[src/rtl/memory_access_unit_pkg.sv]
// Shared types and helpers for the data-memory access unit.
package memory_access_unit_pkg;

  localparam int MAU_ADDR_WIDTH = 32;

  // RV32I funct3 size/sign encodings for loads and stores
  typedef enum logic [2:0] {
    MEM_B  = 3'b000,
    MEM_H  = 3'b001,
    MEM_W  = 3'b010,
    MEM_BU = 3'b100,
    MEM_HU = 3'b101
  } mem_size_e;

  // FSM state encodings
  localparam logic [1:0] ST_IDLE        = 2'd0;
  localparam logic [1:0] ST_WAIT_GNT    = 2'd1;
  localparam logic [1:0] ST_WAIT_RVALID = 2'd2;

  typedef enum logic [1:0] {
    FC_NONE           = 2'b00,
    FC_LOAD_MISALIGN  = 2'b01,
    FC_STORE_MISALIGN = 2'b10,
    FC_BUS_TIMEOUT    = 2'b11
  } fault_cause_e;

  // funct3 values the unit will put on the bus; anything else is rejected
  function automatic logic size_supported(input logic [2:0] f3);
    return f3 inside {MEM_B, MEM_H, MEM_W, MEM_BU, MEM_HU};
  endfunction

  // Halfwords need addr[0]=0, words need addr[1:0]=0
  function automatic logic addr_misaligned(input logic [2:0] f3, input logic [1:0] a);
    return ((f3[1:0] == 2'b01) && a[0]) || ((f3[1:0] == 2'b10) && (a != 2'b00));
  endfunction

endpackage

[src/rtl/memory_access_unit_load_aligner.sv]
// Load data extraction: shift the addressed lane down and extend per funct3.
module load_aligner
  import memory_access_unit_pkg::*;
(
  input  logic [31:0] rdata,
  input  logic [1:0]  offset,
  input  logic [2:0]  funct3,
  output logic [31:0] data
);

  logic [31:0] shifted;

  // Byte-lane shift followed by sign or zero extension
  always_comb begin
    shifted = rdata >> {offset, 3'b000};
    data    = shifted;
    case (funct3)
      MEM_B:   data = {{24{shifted[7]}}, shifted[7:0]};
      MEM_H:   data = {{16{shifted[15]}}, shifted[15:0]};
      MEM_BU:  data = {24'd0, shifted[7:0]};
      MEM_HU:  data = {16'd0, shifted[15:0]};
      default: data = shifted;
    endcase
  end

endmodule

[src/rtl/memory_access_unit.sv]
// Memory-access stage engine: one load/store at a time over a req/gnt/rvalid
// bus, with registered completion toward write-back.
module memory_access_unit
  import memory_access_unit_pkg::*;
#(
  parameter int MAX_WAIT_CYCLES = 255
) (
  input  logic        clk,
  input  logic        rst,
  input  logic        req_valid,
  input  logic        req_is_store,
  input  logic [2:0]  req_funct3,
  input  logic [31:0] req_addr,
  input  logic [31:0] req_wdata,
  input  logic [4:0]  req_rd,
  input  logic        flush,
  output logic        stall,
  output logic        dmem_req,
  output logic        dmem_we,
  output logic [3:0]  dmem_be,
  output logic [31:0] dmem_addr,
  output logic [31:0] dmem_wdata,
  input  logic        dmem_gnt,
  input  logic        dmem_rvalid,
  input  logic [31:0] dmem_rdata,
  output logic        done,
  output logic        wb_we,
  output logic [4:0]  wb_rd,
  output logic [31:0] wb_data,
  output logic        fault,
  output logic [1:0]  fault_cause,
  output logic [31:0] fault_addr
);

  localparam int CW = $clog2(MAX_WAIT_CYCLES + 1);
  // Last waiting cycle that may still see gnt/rvalid before timing out
  localparam logic [CW-1:0] LAST_WAIT = CW'(MAX_WAIT_CYCLES - 1);

  logic [1:0]    state;
  logic [CW-1:0] wait_cnt;

  logic          cap_store;
  logic [2:0]    cap_f3;
  logic [31:0]   cap_addr;
  logic [31:0]   cap_wdata;
  logic [4:0]    cap_rd;

  logic          accept;
  logic          unsupported;
  logic          misaligned;
  logic          wait_expired;
  logic [3:0]    lane_be;
  logic [31:0]   lane_wdata;
  logic [31:0]   load_data;

  assign accept       = (state == ST_IDLE) && req_valid && !flush;
  assign unsupported  = !size_supported(req_funct3);
  assign misaligned   = addr_misaligned(req_funct3, req_addr[1:0]);
  assign wait_expired = (wait_cnt == LAST_WAIT);
  assign stall        = (state != ST_IDLE);

  // Store-side lane selection and data replication from the captured request
  always_comb begin
    lane_be    = 4'b1111;
    lane_wdata = cap_wdata;
    case (cap_f3[1:0])
      2'b00: begin
        lane_be    = 4'b0001 << cap_addr[1:0];
        lane_wdata = {4{cap_wdata[7:0]}};
      end
      2'b01: begin
        lane_be    = 4'b0011 << {cap_addr[1], 1'b0};
        lane_wdata = {2{cap_wdata[15:0]}};
      end
      default: ;
    endcase
  end

  // Bus outputs are held from the captured request for the whole WAIT_GNT phase
  assign dmem_req   = (state == ST_WAIT_GNT);
  assign dmem_we    = dmem_req && cap_store;
  assign dmem_be    = dmem_req ? lane_be : 4'b0000;
  assign dmem_addr  = dmem_req ? {cap_addr[31:2], 2'b00} : 32'd0;
  assign dmem_wdata = dmem_we ? lane_wdata : 32'd0;

  load_aligner u_load_aligner (
    .rdata  (dmem_rdata),
    .offset (cap_addr[1:0]),
    .funct3 (cap_f3),
    .data   (load_data)
  );

  // Request capture, state sequencing and bus wait counter
  always_ff @(posedge clk) begin
    if (rst) begin
      state     <= ST_IDLE;
      wait_cnt  <= '0;
      cap_store <= 1'b0;
      cap_f3    <= 3'd0;
      cap_addr  <= 32'd0;
      cap_wdata <= 32'd0;
      cap_rd    <= 5'd0;
    end else begin
      case (state)
        ST_IDLE: begin
          if (accept) begin
            cap_store <= req_is_store;
            cap_f3    <= req_funct3;
            cap_addr  <= req_addr;
            cap_wdata <= req_wdata;
            cap_rd    <= req_rd;
            wait_cnt  <= '0;
            if (!unsupported && !misaligned) state <= ST_WAIT_GNT;
          end
        end
        ST_WAIT_GNT: begin
          if (dmem_gnt) begin
            wait_cnt <= '0;
            state    <= cap_store ? ST_IDLE : ST_WAIT_RVALID;
          end else if (wait_expired) begin
            state <= ST_IDLE;
          end else begin
            wait_cnt <= wait_cnt + 1'b1;
          end
        end
        ST_WAIT_RVALID: begin
          if (dmem_rvalid || wait_expired) state <= ST_IDLE;
          else                             wait_cnt <= wait_cnt + 1'b1;
        end
        default: state <= ST_IDLE;
      endcase
    end
  end

  // Registered one-cycle completion toward write-back
  always_ff @(posedge clk) begin
    if (rst) begin
      done        <= 1'b0;
      wb_we       <= 1'b0;
      wb_rd       <= 5'd0;
      wb_data     <= 32'd0;
      fault       <= 1'b0;
      fault_cause <= FC_NONE;
      fault_addr  <= 32'd0;
    end else begin
      done        <= 1'b0;
      wb_we       <= 1'b0;
      wb_rd       <= 5'd0;
      wb_data     <= 32'd0;
      fault       <= 1'b0;
      fault_cause <= FC_NONE;
      fault_addr  <= 32'd0;
      case (state)
        ST_IDLE: begin
          if (accept && unsupported) begin
            done <= 1'b1;
          end else if (accept && misaligned) begin
            done        <= 1'b1;
            fault       <= 1'b1;
            fault_cause <= req_is_store ? FC_STORE_MISALIGN : FC_LOAD_MISALIGN;
            fault_addr  <= req_addr;
          end
        end
        ST_WAIT_GNT: begin
          if (dmem_gnt) begin
            done <= cap_store;
          end else if (wait_expired) begin
            done        <= 1'b1;
            fault       <= 1'b1;
            fault_cause <= FC_BUS_TIMEOUT;
            fault_addr  <= cap_addr;
          end
        end
        ST_WAIT_RVALID: begin
          if (dmem_rvalid) begin
            done    <= 1'b1;
            wb_we   <= 1'b1;
            wb_rd   <= cap_rd;
            wb_data <= load_data;
          end else if (wait_expired) begin
            done        <= 1'b1;
            fault       <= 1'b1;
            fault_cause <= FC_BUS_TIMEOUT;
            fault_addr  <= cap_addr;
          end
        end
        default: ;
      endcase
    end
  end

endmodule

[config.mk]
export PLATFORM = sky130hd
export DESIGN_NAME = memory_access_unit
export DESIGN_NICKNAME = d
export VERILOG_FILES = /design/src/rtl/memory_access_unit_pkg.sv /design/src/rtl/memory_access_unit_load_aligner.sv /design/src/rtl/memory_access_unit.sv
export SDC_FILE = /design/constraint.sdc
export NUM_CORES = 1
export LEC_CHECK = 0
export CAP_MARGIN = 20
export CORE_MARGIN = 2
export CORE_UTILIZATION = 40
export DETAILED_ROUTE_END_ITERATION = 8
export PLACE_DENSITY = 0.76
export SLEW_MARGIN = 15
export SYNTH_ARGS = -nofsm -noshare
export SYNTH_HDL_FRONTEND = slang
export SYNTH_SLANG_ARGS = --single-unit
[constraint.sdc]
create_clock -name clk -period 1.95 [get_ports clk]
set_input_delay 0.39 -clock clk [delete_from_list [all_inputs] [get_ports clk]]
set_output_delay 0.39 -clock clk [all_outputs]
set_load 0.05 [all_outputs]
==> results.toml, run 1 <==
[critical_path]
reg2reg_slack_ps = 50
cp_cell_sequence = "buf_12, buf_4, inv_1, nand2_1, a21oi_2, nor2b_2, buf_12"
worstPathRequired_ps = 1560
cp_common_cell = "buf_12"
crit_path_max_fanout = 11
crit_path_top_delay_cell = "dfxtp_2"
critical_path.top_delay_family = "buffers and inverters"
crit_type = "reg -> out"
crit_path_end_kind = "output pin"
worst-path-buf-inv = 4
slowest_delay_ps = 320
arrival_ps = 1630
cp-start-kind = "flip-flop"

[clock_tree]
cts_tree = "yes"
cts.clk_slew.worst_paths_ps = 70
htree_num_levels = 4
clk_path_buf_depth = 2
clkSinkCount = 157
clkLatencyLatePin_ps = 420
cts_buffers = 17
cts_root_buffer = "clkbuf_16"

[power]
p_per_area_nw_per_um2 = 782.6
p_comb_share_pct = 27.6
internal-power_mw = 6.193
p_sw_share_pct = 32.17
power_leakage_nw = 5.001
p_clk_share_pct = 33.8
max-vdd-ir-drop_mv = 0.6327
p_seq_share_pct = 38.6
power_switching_mw = 2.937

[logic_synthesis]
synthCells = 802
synth.area.top_cells = "dfxtp_1, nand2_1, a21oi_1"
synth.avg_cell_area_sq_um = 8.301
synth_area_sq_um = 6658
synth_seq_cells = 157
postSynth.asyncResetShare_pct = 0
yosys.area.top_type = "dfxtp_1"
ys.flop_type = "dfxtp_1"
netlist.area_leader.share_pct = 47.21
yosysUniqueCellTypes = 44
ys_warn_count = 0
ys_seq_area_share_pct = 47.21
synth_edf_count = 0

[cells_and_area]
drive_gt1_share_pct = 26.73
layout_commonest_cell = "nand2_1"
syn_to_final_growth_pct = 75.23
diodes = 0
nets = 1191
layout_common_cells = "nand2_1, dfxtp_1, clkdlybuf4s50_1, a21oi_1, buf_12"
stdcell_count = 1305
fillers = 1218
post-route-util_pct = 71.10

[routing]
antenna_left = 0
drc = 0
wirelength_mm = 22.96
dr_total_vias = 6685
drt_iter0_markers = 353
viasPerCell = 5.123
first_pass_iters = 4
drt-wirelength-per-cell_microns = 17.59

[sta]
fin_ws_ps = -72.70
hold_violations = 0
setup_viol = 57
fin_skew_ps = 10.94
fin_hold_ws_ps = 440.9
rsz0062_at_grt = "yes"
relSlewSlack_pct = 56.98
max_freq_mhz = 494.4
tightestPinTransition_ps = 643.9
fin_crit_sh_pct = 103.7
drv_slew = 0
finalSetupTns_ps = -1257
fin_crit_ps = 2023

[worst_hold_path]
hp-class = "in -> reg"

[floorplan]
core-area_sq_um = 16410
fp-row-count = 47
start_util_pct = 40.58
boundaryPins = 256
dieArea_sq_um = 17690
die_h_microns = 133.0
die_w_microns = 133.0

[place]
place_congestion = 0.8639
dpl.hpwl_mm = 15.78
port_buffers = 253
post-place-cells = 1262

[global_route]
grt_pass1_wl_mm = 35.18
overflow = 0
grt_pass1_vias = 6749
antenna_found_initial = 0
track_usage_pct = 25.10
grt_max_degree = 50

[job]
drv_cap = 0

[outcome]
violations = "negative setup slack"
status = "finished, violations left"
-- cell usage after synthesis, drive strengths merged (3+ instances only) --
cell	count
a32o	6
nor3	5
buf	13
ha	8
dfxtp	157
a211oi	14
nor3b	6
nand2	201
mux2	9
a21oi	117
nor2	34
o21ai	19
a21o	4
o21a	3
inv	10
a22o	32
nor2b	14
clkbuf	52
and2	35
mux2i	27
and3	14
-- layout make-up --
| cell class | count | area [sq um] | area share, % |
|---|---|---|---|
| clock buffers | 18 | 439.2 | 3.764 |
| well taps | 220 | 275.3 | 2.360 |
| flip-flops and latches | 157 | 3152 | 27.02 |
| multi-input cells | 571 | 3697 | 31.69 |
| inverters | 10 | 50.05 | 0.4290 |
| repair buffers | 315 | 3945 | 33.82 |
| clock inverters | 14 | 107.6 | 0.9223 |
-- state kept, by name, summed over array words and instances (netlist names), 2 cells and up --
name / count
wb_data: 32
fault_addr: 32
wait_cnt: 8
cap_addr: 32
cap_f3: 3
wb_rd: 5
fault_cause: 2
state: 2
cap_wdata: 32
cap_rd: 5
-- tightest hold or removal path: stages --
cell	delay, ps
buf_2	110
buf_4	250
a21oi_1	60
-- logic make-up (layout without fill, tap and decap cells) --
group / after synthesis / count (layout) / synth area share (%)
and+or+nand+nor: 323 / 323 / 21.71
AOI/OAI and AO/OA: 202 / 202 / 19.39
DFF: 157 / 157 / 47.21
buffers and inverters: 75 / 357 / 4.548
muxes: 36 / 36 / 5.582
adders and majority gates: 8 / 8 / 1.504
other: 1 / 2 / 0.05633
-- final timing paths --
kind,from,endpoint,cells past startpoint
worst max register to register,state[1],fault_addr[26],10
worst min-delay path,rst,cap_addr[17],3
worst max-delay path,cap_f3[0],dmem_be[2],7
worst min register to register,cap_rd[0],cap_rd[0],2
-- metal layers --
metal	vias up	track usage, %	wire, microns	share of wire (%)
li1	3254	-	-	-
met1	3176	28.83	8847	39
met2	216	43.61	11920	52
met3	39	7.011	1550	6.8
met4	0	10.93	639	2.8
met5	-	0	0	0
-- timing repair --
action | 4_1_cts | 5_1_grt
gates resized for setup | 52 | 95
setup buffers | 1 | 6
gates cloned | 1 | 3
endpoints found under the setup margin | 89 | 142
hold buffers | 0 | 0
pin swaps | 5 | 26
-- per-stage QoR --
step	area, sq um	setup slack [ps]	power, mW
detailed placement	10590	-260.9	5.838
floorplan	6957	-62.83	4.842
global placement	10590	-206.2	5.791
finish	11670	-72.70	9.131
CTS	11280	-74.47	8.984
global route	11670	-142.1	9.542
-- power groups by stage --
stage / Combinational (mW) / Sequential [mW] / Clock (mW)
floorplan: 1.24 / 3.60 / 0
CTS: 2.34 / 3.51 / 3.13
global placement: 2.22 / 3.57 / 0
global route: 2.69 / 3.54 / 3.31
finish: 2.52 / 3.52 / 3.08
detailed placement: 2.26 / 3.58 / 0
Note: power is estimated with default switching activity, not from simulation.
==> run 2: changes to the inputs <==
CORE_ASPECT_RATIO = 0.5   (was not set)
CORE_UTILIZATION = 44   (was 40)
PLACE_DENSITY = 0.79   (was 0.76)
clock period = 2.3 ns   (was 1.95 ns; I/O delays follow)
==> run 2 against run 1 <==
- the run now ends clean
- sequential cell count is the same
- clock power shrank 3%
- via count grew 0.82%
- critical path depth shrank 2
- register-to-register slack gained 170 ps
- count of clock-buffer cells in the layout is the same
- final cell count shrank 4.5%
- sequential share of layout area grew 1.8 points
- worst setup slack gained 120 ps
- die area shrank 8.5%
- combinational power shrank 29%
- critical path type unchanged
- critical endpoint is now dmem_wdata[8]
==> results.toml, run 2 (synthesis gave the netlist of run 1 again) <==
[routing]
viasPerCell = 5.409
drc = 0
drt_iter0_markers = 460
antenna_left = 0
dr_total_vias = 6740
first_pass_iters = 5
wirelength_mm = 21.89
drt-wirelength-per-cell_microns = 17.56

[clock_tree]
cts_tree = "yes"
clk_path_buf_depth = 2
clkLatencyLatePin_ps = 410
cts_root_buffer = "clkbuf_16"
clkSinkCount = 157
htree_num_levels = 4
cts_buffers = 17
cts.clk_slew.worst_paths_ps = 60
cts_hold_buf = 0

[worst_hold_path]
hold_start = "cap_rd[0]"
hold_end = "cap_rd[0]"
hp-class = "reg -> reg"
hold_path_depth = 2

[power]
p_per_area_nw_per_um2 = 710.9
max-vdd-ir-drop_mv = 0.5403
power_leakage_nw = 4.036
finalPower_mw = 7.755

[critical_path]
crit_path_max_fanout = 6
crit_path_top_delay_cell = "dfxtp_1"
r2r_end = "fault_addr[15]"
slowest_delay_ps = 480
cp-start-kind = "flip-flop"
cp_cell_sequence = "ha_4, nand2_2, clkbuf_16, a21oi_2, buf_12"
arrival_ps = 1800
worstPathRequired_ps = 1840
worst-path-stages = 5
r2r_cells = 8
reg2reg_from = "state[0]"
crit_path_end_kind = "output pin"
worst-path-buf-inv = 2
crit_type = "reg -> out"
critical_path.top_delay_family = "flip-flops"
reg2reg_slack_ps = 220

[floorplan]
start_util_pct = 45.53
boundaryPins = 256
dieArea_sq_um = 16190
die_w_microns = 178.0
die_h_microns = 90.98
fp-row-count = 31
core-area_sq_um = 14620

[sta]
finalSetupTns_ps = 0
relSlewSlack_pct = 54.69
max_freq_mhz = 443.3
drv_slew = 0
tightestPinTransition_ps = 678.2
fin_crit_sh_pct = 98.07
fin_skew_ps = 12.72
setup_viol = 0
fin_crit_ps = 2256
hold_violations = 0

[cells_and_area]
post-route-util_pct = 74.60
drive_gt1_share_pct = 17.37
nets = 1156
syn_to_final_growth_pct = 63.84
layout_common_cells = "nand2_1, clkdlybuf4s50_1, dfxtp_1, a21oi_1, buf_12"
layout_commonest_cell = "nand2_1"
diodes = 0
stdcell_count = 1246

[global_route]
track_usage_pct = 26.21
overflow = 0
grt_max_degree = 75
grt_pass1_wl_mm = 33.83
grt_pass1_vias = 6412
antenna_found_initial = 0

[place]
place_congestion = 0.8345
port_buffers = 253
dpl.hpwl_mm = 15.50
post-place-cells = 1214

[outcome]
status = "complete, no violations"

[job]
drv_cap = 0
[run 2: per-stage QoR]
stage          setup WS [ps]  hold WS [ps]  area [sq um]
2_1_floorplan         -76.81         429.6          6779
3_3_place_gp           102.2         434.6         10200
3_5_place_dp           63.99         445.7         10200
4_1_cts                15.92         456.8         10850
5_1_grt               -17.55         473.4         10910
6_report               44.35         452.7         10910
[run 2: what timing repair did]
action                                 4_1_cts  5_1_grt
gates cloned                                 0        2
endpoints found under the hold margin        0        0
gates resized for setup                      9        5
setup endpoints to repair                   22       52
setup buffers                                0        0
[run 2: worst max path at each step]
stage          startpoint             end  slack (ps)
2_1_floorplan    state[1]  dmem_wdata[10]         -80
3_3_place_gp        flush   fault_addr[2]         100
3_5_place_dp     dmem_gnt     wait_cnt[2]          60
4_1_cts         cap_f3[0]  dmem_wdata[27]          20
5_1_grt          state[1]  dmem_wdata[12]         -20
6_report         state[0]   dmem_wdata[8]          40
[run 2: where the power goes]
group / internal (mW) / switching, mW
sequential: 2.86 / 0.122
clock: 1.85 / 1.14
combinational: 0.732 / 1.05
[run 2: final cells by class]
type,count,area (sq um)
Inverter,10,37.54
Multi-Input combinational cell,571,3376
Sequential cell,157,3147
Clock buffer,18,439.2
Fill cell,984,3715
Tap cell,198,247.7
Clock inverter,12,186.4
Timing Repair Buffer,280,3475
[run 2: worst reg2reg max path, stage by stage (launching register included)]
cell,delay (ps)
dfxtp_1,390
inv_1,160
ha_1,290
inv_1,80
or2_2,340
a21o_1,200
nor3_4,150
buf_12,220
a22o_1,190
[run 2: per-layer routing]
layer  wire length (microns)  part of all wire [%]  GRT usage [%]  up-vias
met5                       0                     0              0        -
met4                     637                   2.9          8.811        0
met2                   10780                    49          44.38      246
met3                    1181                   5.4          4.313       49
li1                        -                     -              -     3177
met1                    9289                    42          33.96     3268
==> run 3: changes to the inputs <==
CORE_MARGIN = 3   (was 2)
CORE_UTILIZATION = 45   (was 44)
CTS_BUF_LIST = sky130_fd_sc_hd__clkbuf_2   (was not set)
PLACE_DENSITY = 0.81   (was 0.79)
==> run 3 against run 2 <==
- the run now ends with negative setup slack left
- non-clock buffer count increased by 14
- count of clock-buffer cells in the layout is the same
- sequential cell count stayed put
- sequential power is 1% higher
- combinational power grew 13%
- clock power is 43% lower
- highest routed layer unchanged
- total power decreased by 13%
- clock skew increased by 25 ps
==> results.toml, run 3 (synthesis gave the netlist of run 1 again) <==
[power]
power_leakage_nw = 4.381
p_per_area_nw_per_um2 = 614.1
p_sw_share_pct = 36.64
p_seq_share_pct = 44.7
max-vdd-ir-drop_mv = 0.4291
p_clk_share_pct = 25.2
p_comb_share_pct = 30.1
internal-power_mw = 4.277
power_switching_mw = 2.473

[critical_path]
cp-start-kind = "flip-flop"
crit_path_max_fanout = 6
arrival_ps = 2100
r2r_cells = 8
crit_type = "reg -> out"
worstPathRequired_ps = 1840
crit_path_end_kind = "output pin"

[clock_tree]
clkSinkCount = 157
htree_num_levels = 4
cts_root_buffer = "clkbuf_2"
cts.clk_slew.worst_paths_ps = 250
cts_tree = "yes"
cts_hold_buf = 0
cts_buffers = 17
clkLatencyLatePin_ps = 770
clk_path_buf_depth = 2

[sta]
fin_crit_sh_pct = 111.4
fin_ws_ps = -262.0
hold_violations = 0
fin_crit_ps = 2562
drv_slew = 0
max_freq_mhz = 390.3
tightestPinTransition_ps = 647.6
relSlewSlack_pct = 56.74
rsz0062_at_grt = "yes"
fin_skew_ps = 37.48
setup_viol = 67

[routing]
wirelength_mm = 24.97
antenna_left = 0
drt_iter0_markers = 534
drt-wirelength-per-cell_microns = 19.88
dr_total_vias = 7091
first_pass_iters = 6
viasPerCell = 5.646
drc = 0

[floorplan]
dieArea_sq_um = 16380
start_util_pct = 47.55
die_h_microns = 92.01
die_w_microns = 178.0
core-area_sq_um = 14000
boundaryPins = 256
fp-row-count = 30

[cells_and_area]
nets = 1170
design_area_sq_um = 10990
syn_to_final_growth_pct = 65.10
fillers = 901
layout_commonest_cell = "nand2_1"
post-route-util_pct = 78.51
layout_common_cells = "nand2_1, dfxtp_1, clkdlybuf4s50_1, a21oi_1"
diodes = 0
drive_gt1_share_pct = 25.28

[global_route]
grt_pass1_vias = 6858
track_usage_pct = 27.78
grt_pass1_wl_mm = 36.15
grt_max_degree = 57
grt.busiest_layer = "met2"
grt_use_met2_pct = 49.48
antenna_found_initial = 0
overflow = 0
grtUsageMet3_pct = 4.756
met1_usage_pct = 33.27

[outcome]
violations = "negative setup slack"
status = "finished, violations left"

[worst_hold_path]
hold_path_depth = 2
hp-class = "in -> reg"

[job]
drv_cap = 0

[place]
dpl.hpwl_mm = 15.99
port_buffers = 253
place_congestion = 0.8432
placed_cell_area_sq_um = 10190
run 3: timing repair:
action,CTS,global route
resized for setup,171,35
setup buffers,4,6
pin swaps,21,25
gates cloned,2,0
setup endpoints to repair,143,69
run 3: layout make-up:
cell class,instances,area [sq um],area share (%)
clock buffer,18,90.09,0.8196
sequential,157,3158,28.73
inverter,10,50.05,0.4553
timing repair buffer,294,3570,32.48
clock inverter,14,173.9,1.582
tap,192,240.2,2.186
multi-input combinational,571,3710,33.75
run 3: worst paths after layout:
path | slack (ps) | startpoint | to
min reg2reg | 470 | cap_rd[2] | cap_rd[2]
max reg2reg | 210 | state[1] | cap_wdata[8]
min | 30 | rst | cap_wdata[20]
max | -260 | cap_f3[0] | dmem_wdata[27]
run 3: power by group through the flow:
| stage | clock (mW) | sequential, mW | combinational [mW] |
|---|---|---|---|
| after floorplan | 0 | 3.04 | 0.978 |
| after global placement | 0 | 3.01 | 1.68 |
| after global routing | 1.83 | 3.04 | 2.14 |
| after detailed placement | 0 | 3.03 | 1.73 |
| after CTS | 1.68 | 2.99 | 1.90 |
| final | 1.70 | 3.02 | 2.03 |
run 3: per-stage QoR:
| step | hold slack (ps) | total power [mW] | setup WS (ps) | TNS, ps | instances |
|---|---|---|---|---|---|
| after detailed placement | 441.8 | 4.752 | 37.06 | 0 | 1212 |
| after floorplan | 429.6 | 4.018 | -76.81 | -995.6 | 803 |
| after CTS | 6.499 | 6.572 | -152.0 | -6558 | 1250 |
| after global placement | 436.7 | 4.699 | 122.5 | 0 | 1212 |
| after global routing | -26.81 | 6.999 | -327.5 | -14370 | 1256 |
| final | 27.14 | 6.750 | -262.0 | -9013 | 1256 |
run 3: metal layers:
| layer | up-vias | wire length, microns | share of wire (%) |
|---|---|---|---|
| met4 | 0 | 1092 | 4.4 |
| li1 | 3198 | - | - |
| met2 | 377 | 12600 | 50 |
| met5 | - | 0 | 0 |
| met3 | 93 | 1810 | 7.2 |
| met1 | 3423 | 9470 | 38 |
run 3: worst max-delay path: stages (launching register included):
cell and delay (ps):
dfxtp_4 440, buf_8 160, mux2i_2 270, nor2_2 90, a21oi_2 190, nor2_4 60, buf_12 150
